### src/rtl/irq_router_pkg.sv
// Shared types and helpers for the interrupt ring router.
package irq_router_pkg;

  typedef logic [31:0] irq_t;

  localparam int unsigned GAP_W = 4;

  // Increment that sticks at all-ones instead of wrapping.
  function automatic logic [31:0] sat_inc(input logic [31:0] v);
    return (v == '1) ? v : v + 32'd1;
  endfunction

endpackage

### src/rtl/irq_fifo.sv
// Per-destination event FIFO. Pointers carry one extra wrap bit so that
// full and empty can be told apart without a separate counter.
module irq_fifo
  import irq_router_pkg::*;
#(
  parameter int unsigned DEPTH = 8
) (
  input  logic clk,
  input  logic rst_n,
  input  logic push,
  input  irq_t wdata,
  input  logic pop,
  output irq_t rdata,
  output logic full,
  output logic empty
);

  localparam int unsigned AW = $clog2(DEPTH);

  logic [AW:0] wr_ptr;
  logic [AW:0] rd_ptr;
  irq_t        mem [DEPTH];
  logic        do_push;
  logic        do_pop;

  assign empty   = (wr_ptr == rd_ptr);
  assign full    = (wr_ptr[AW] != rd_ptr[AW]) && (wr_ptr[AW-1:0] == rd_ptr[AW-1:0]);
  assign do_pop  = pop && !empty;
  // A pop on the same edge frees the slot, so a push into a full FIFO still lands.
  assign do_push = push && (!full || do_pop);
  assign rdata   = mem[rd_ptr[AW-1:0]];

  // Storage write; contents need no reset because the pointers gate every read.
  always_ff @(posedge clk) begin
    if (do_push) mem[wr_ptr[AW-1:0]] <= wdata;
  end

  // Pointer advance on accepted push and pop.
  always_ff @(posedge clk or negedge rst_n) begin
    if (!rst_n) begin
      wr_ptr <= '0;
      rd_ptr <= '0;
    end else begin
      if (do_push) wr_ptr <= wr_ptr + 1'b1;
      if (do_pop)  rd_ptr <= rd_ptr + 1'b1;
    end
  end

endmodule

### src/rtl/irq_ring_router.sv
// Routes each CPU's interrupt word to the next CPU in the ring, buffering
// every source change and pacing delivery so each one is observable.
module irq_ring_router
  import irq_router_pkg::*;
#(
  parameter int unsigned N_CPU      = 4,
  parameter int unsigned FIFO_DEPTH = 8,
  parameter int unsigned MIN_GAP    = 1
) (
  input  logic                   clk,
  input  logic                   rst_n,
  input  logic [N_CPU-1:0][31:0] i_cpu_irq,
  input  logic [N_CPU-1:0]       i_cpu_finish,
  output logic [N_CPU-1:0][31:0] o_cpu_irq,
  output logic                   o_all_finish,
  output logic [N_CPU-1:0]       o_drop,
  output logic [31:0]            o_drop_total
);

  localparam logic [GAP_W-1:0] GAP_LOAD = GAP_W'(MIN_GAP - 1);

  logic [N_CPU-1:0][31:0]      prev;
  logic [N_CPU-1:0][GAP_W-1:0] gap;
  logic [N_CPU-1:0]            push;
  logic [N_CPU-1:0]            pop;
  logic [N_CPU-1:0]            full;
  logic [N_CPU-1:0]            empty;
  logic [N_CPU-1:0]            drop;
  irq_t                        rdata [N_CPU];
  logic [31:0]                 drop_total_next;

  for (genvar d = 0; d < N_CPU; d++) begin : g_dst
    localparam int unsigned SRC = (d + N_CPU - 1) % N_CPU;

    assign push[d] = (i_cpu_irq[SRC] != prev[SRC]);
    assign pop[d]  = !empty[d] && (gap[d] == '0);
    assign drop[d] = push[d] && full[d] && !pop[d];

    irq_fifo #(
      .DEPTH(FIFO_DEPTH)
    ) u_fifo (
      .clk   (clk),
      .rst_n (rst_n),
      .push  (push[d]),
      .wdata (i_cpu_irq[SRC]),
      .pop   (pop[d]),
      .rdata (rdata[d]),
      .full  (full[d]),
      .empty (empty[d])
    );
  end

  // Last sampled source values, used to detect changes.
  always_ff @(posedge clk or negedge rst_n) begin
    if (!rst_n) prev <= '0;
    else        prev <= i_cpu_irq;
  end

  // Delivery: pop the head onto the output and restart the spacing counter.
  always_ff @(posedge clk or negedge rst_n) begin
    if (!rst_n) begin
      o_cpu_irq <= '0;
      gap       <= '0;
    end else begin
      for (int unsigned d = 0; d < N_CPU; d++) begin
        if (pop[d]) begin
          o_cpu_irq[d] <= rdata[d];
          gap[d]       <= GAP_LOAD;
        end else if (gap[d] != '0) begin
          gap[d] <= gap[d] - GAP_W'(1);
        end
      end
    end
  end

  // Several destinations can drop on one edge; each adds one, saturating.
  always_comb begin
    drop_total_next = o_drop_total;
    for (int unsigned d = 0; d < N_CPU; d++) begin
      if (drop[d]) drop_total_next = sat_inc(drop_total_next);
    end
  end

  // Sticky drop flags, drop counter and registered finish aggregate.
  always_ff @(posedge clk or negedge rst_n) begin
    if (!rst_n) begin
      o_drop       <= '0;
      o_drop_total <= '0;
      o_all_finish <= 1'b0;
    end else begin
      o_drop       <= o_drop | drop;
      o_drop_total <= drop_total_next;
      o_all_finish <= &i_cpu_finish;
    end
  end

endmodule

### config.mk
export PLATFORM = sky130hd
export DESIGN_NAME = irq_ring_router
export DESIGN_NICKNAME = d
export VERILOG_FILES = /design/src/rtl/irq_router_pkg.sv /design/src/rtl/irq_fifo.sv /design/src/rtl/irq_ring_router.sv
export SDC_FILE = /design/constraint.sdc
export NUM_CORES = 2
export LEC_CHECK = 0
export ABC_CLOCK_PERIOD_IN_PS = 10600
export CAP_MARGIN = 30
export CORE_MARGIN = 2
export CORE_UTILIZATION = 56
export CTS_CLUSTER_DIAMETER = 150
export CTS_CLUSTER_SIZE = 16
export DETAILED_ROUTE_END_ITERATION = 10
export PLACE_DENSITY_LB_ADDON = 0.05
export SLEW_MARGIN = 5
export SYNTH_ARGS = -nofsm -noshare
export SYNTH_HDL_FRONTEND = slang
export SYNTH_HIERARCHICAL = 1
export SYNTH_SLANG_ARGS = --single-unit
### constraint.sdc
create_clock -name clk -period 10.6 [get_ports clk]
set_input_delay 2.12 -clock clk [delete_from_list [all_inputs] [get_ports clk]]
set_output_delay 2.12 -clock clk [all_outputs]
set_load 0.005 [all_outputs]
==> flow_metrics.tcl <==
set metrics [dict create \
    status "finished, final reports clean" \
    power.leakage_uw 0.0216 \
    post_synth.cell_area_avg_sq_um 17.9 \
    design.die.area_sq_um 105000 \
    cts_repair_resize_count 0 \
    antenna_found_initial 13 \
    clock-skew-final_ps 30.0 \
    setup.worst_path.start_class "input pin" \
    maximum_number_of_pins_on_one_net_before_global_route_repair 127 \
    maxCapViolCount 0 \
    synth.cell_area_sq_um 57200 \
    ys_seq_elements 1365 \
    fin_worst_hold_slack_ps 473 \
    clock_buffers_created_by_tritoncts 95 \
    holdCritPathClass "reg -> reg" \
    routed_wl_um 134000 \
    synth_largest_area_cell "edfxtp_1" \
    clock_tree_from_tritoncts "built" \
    crit_path_max_fanout 12 \
    grt.overflow.total 0 \
    max_freq_ghz 0.106 \
    final_min_period_over_clock_period 0.892 \
    ys_dominant_reg_cell "edfxtp_1" \
    drc_errors 0 \
    syn_to_final_growth_pct 13.6 \
    rsz0062_at_grt "no" \
    clock_sinks 1365 \
    synth.net_count 3351 \
    critical_path.max_stage_delay_ps 720 \
    synth-async-reset-ratio 0.250 \
    worst-endpoint-required_ps 11170 \
    finalWeightedCongestion 0.975 \
    crit_path_end_kind "flop" \
    register_area_share_after_synthesis 0.686 \
    power.density_cell_area_nw_per_um2 171 \
    die_h_um 324 \
    routed_wire_length_per_instance_um 26.7 \
    cpMaxStageDelayCell "nor4_1" \
    place.detailed.hpwl_um 83100 \
    worstMarginPinSlew_ps 995 \
    setup_viol 0 \
    via_cell_ratio 6.08 \
    cts_root_buf "clkbuf_16" \
    synth_enable_flop_cells 1024 \
    totalNegativeSetupSlack_ps 0 \
    route.vias.total 30500 \
    clock_insertion_delay_worst_skew_ps 690 \
    post_synth_most_frequent_cells "1024 x edfxtp_1, 341 x dfrtp_1, 263 x mux2_2, 224 x mux4_2, 202 x xnor2_1" \
    drt_first_iter_violations 2431 \
    dpl_worst_slack_ps 385 \
    post-cts-setup-buffer-count 0 \
    crit_type "in -> reg" \
    ys.warnings.count 6 \
    final-hold-violation-count 0 \
    cts-hold-fix-buffers 0 \
    timing_max_transition_violations_final 0 \
    fp-row-count 117 \
    ios 299 \
    vias_in_the_first_global_route 31500 \
    clkTransAtPathRegs_ps 90 \
    global_route_total_usage_across_every_layer 0.257 \
    post_synth_num_cell_types 112 \
    yosysMostFrequentCell "edfxtp_1" \
    ys_top_cells_by_area "edfxtp_1 54%, dfrtp_1 15%, mux4_2 8.8%" \
    post-route-min-period_ps 9450 \
    slew-limit-headroom 0.332 \
    synthesis.instances 3197 \
    initial_utilization 0.563 \
    finalWorstSetupSlack_ps 1150 \
    critPathArrivalTime_ps 10020 \
    die_width_um 324 \
    grt_pass1_wl_um 199000 \
    cts-root-to-sink-buffers 3 \
    coreArea_sq_um 102000 \
    drtPass1Iterations 6 \
    ir_drop_uv 159 \
    htreeDepth 3 \
    number_of_nets_still_failing_antenna_checks_after_routing 0 \
    post-synth-top-area-fraction 0.537 \
    portBuffers 298 \
    nNetsFinal 3720 \
    layout-drive-gt1-share 0.230 \
]
-- layout make-up --
class,instances,area (sq um)
Clock buffer,169,2660
Sequential cell,1365,39300
Antenna cell,4,10.0
Fill cell,7189,36600
Clock inverter,5,66.3
Timing Repair Buffer,423,4070
Tap cell,1368,1710
Multi-Input combinational cell,1651,17100
Inverter,30,113
-- through the flow --
step / instance area (sq um) / total power [uW] / utilization / instances
after detailed placement: 62100 / 7780 / 0.611 / 4829
after global routing: 65000 / 11500 / 0.640 / 5011
final: 65000 / 11100 / 0.640 / 5015
after CTS: 64800 / 11200 / 0.638 / 5003
after global placement: 62000 / 7750 / 0.611 / 4826
after floorplan: 57200 / 6910 / - / 3197
-- power by group --
part | total, uW | internal (uW) | switching (uW) | leakage [uW]
Clock | 3440 | 1700 | 1740 | 0.00129
Sequential | 6180 | 6010 | 166 | 0.0134
Combinational | 1490 | 883 | 608 | 0.00691
Total | 11100 | 8590 | 2510 | 0.0216
-- sequential cells by signal (all words and copies together) (netlist names) --
signal	flops
prev	128
g_dst.u_fifo/rd_ptr	16
o_cpu_irq	128
gap	16
g_dst.u_fifo/wr_ptr	16
o_drop_total	32
o_drop	4
g_dst.u_fifo/mem	1024
o_all_finish	1
-- kinds of logic (layout without fill, tap and decap cells) --
kind of cell,count (synthesis),after routing,synth area share
AO/OA/AOI/OAI,231,231,0.0306
XOR/XNOR,280,280,0.0431
adder cells (fa/ha/maj),20,20,0.00437
buffers and inverters,181,627,0.0192
flip-flops,1365,1365,0.686
multiplexers,529,529,0.157
other,0,4,0
AND/OR/NAND/NOR,591,591,0.0597
-- path summary, 6_finish.rpt --
| check | end | cells after the start | start | slack (ps) |
|---|---|---|---|---|
| worst max-delay path | o_drop_total[1]$_DFF_PN0_ | 31 | i_cpu_irq[116] | 1150 |
| worst min-delay path | o_drop[2]$_DFF_PN0_ | 1 | o_drop[2]$_DFF_PN0_ | 470 |
| worst max register to register | o_drop_total[1]$_DFF_PN0_ | 26 | g_dst[0].u_fifo/rd_ptr[0]$_DFFE_PN0P_ | 1750 |
| worst min register to register | o_drop[2]$_DFF_PN0_ | 1 | o_drop[2]$_DFF_PN0_ | 470 |
| max in group asynchronous | g_dst[1].u_fifo/rd_ptr[0]$_DFFE_PN0P_ | 2 | rst_n | 7770 |
| min in group asynchronous | o_cpu_irq[2]$_DFFE_PN0P_ | 1 | rst_n | 1470 |
-- critical path: cells and delay by family --
| family | cells | cell delay, ps |
|---|---|---|
| XOR/XNOR | 3 | 590 |
| AND/OR/NAND/NOR | 15 | 4080 |
| adder cells (fa/ha/maj) | 3 | 730 |
| buffers and inverters | 2 | 690 |
| multiplexers | 2 | 600 |
| AO/OA/AOI/OAI | 6 | 1220 |
-- metal layers --
metal / vias to the layer above / global-route usage / wire (um) / share of wire
met2: 889 / 0.428 / 66400 / 0.50
met5: - / 0 / 127 / 0.00095
li1: 13400 / - / - / -
met1: 16000 / 0.354 / 56000 / 0.42
met4: 20 / 0.0715 / 3130 / 0.023
met3: 213 / 0.0446 / 8030 / 0.060
-- placed cells by master (no fill, tap or decap), types with 14 or more instances in the layout --
cell,netlist,final
xnor2_1,202,202
nor2_1,91,84
inv_1,30,30
nand3_1,60,60
nor3_1,55,40
and2_1,16,16
nor4_1,43,33
clkbuf_16,0,95
o31ai_1,14,14
nor3_2,2,17
mux2_2,263,263
a21oi_1,34,34
nand2_1,111,111
buf_4,6,114
and3_1,21,21
dfrtp_1,341,331
edfxtp_1,1024,1024
ha_1,20,20
o21ai_0,32,32
mux4_1,32,32
xor2_1,76,76
nand2b_1,21,21
nand4_1,65,65
clkdlybuf4s50_1,0,297
clkbuf_1,52,74
a31oi_1,16,16
mux4_2,224,224
Power figures use the tool's default switching activity.
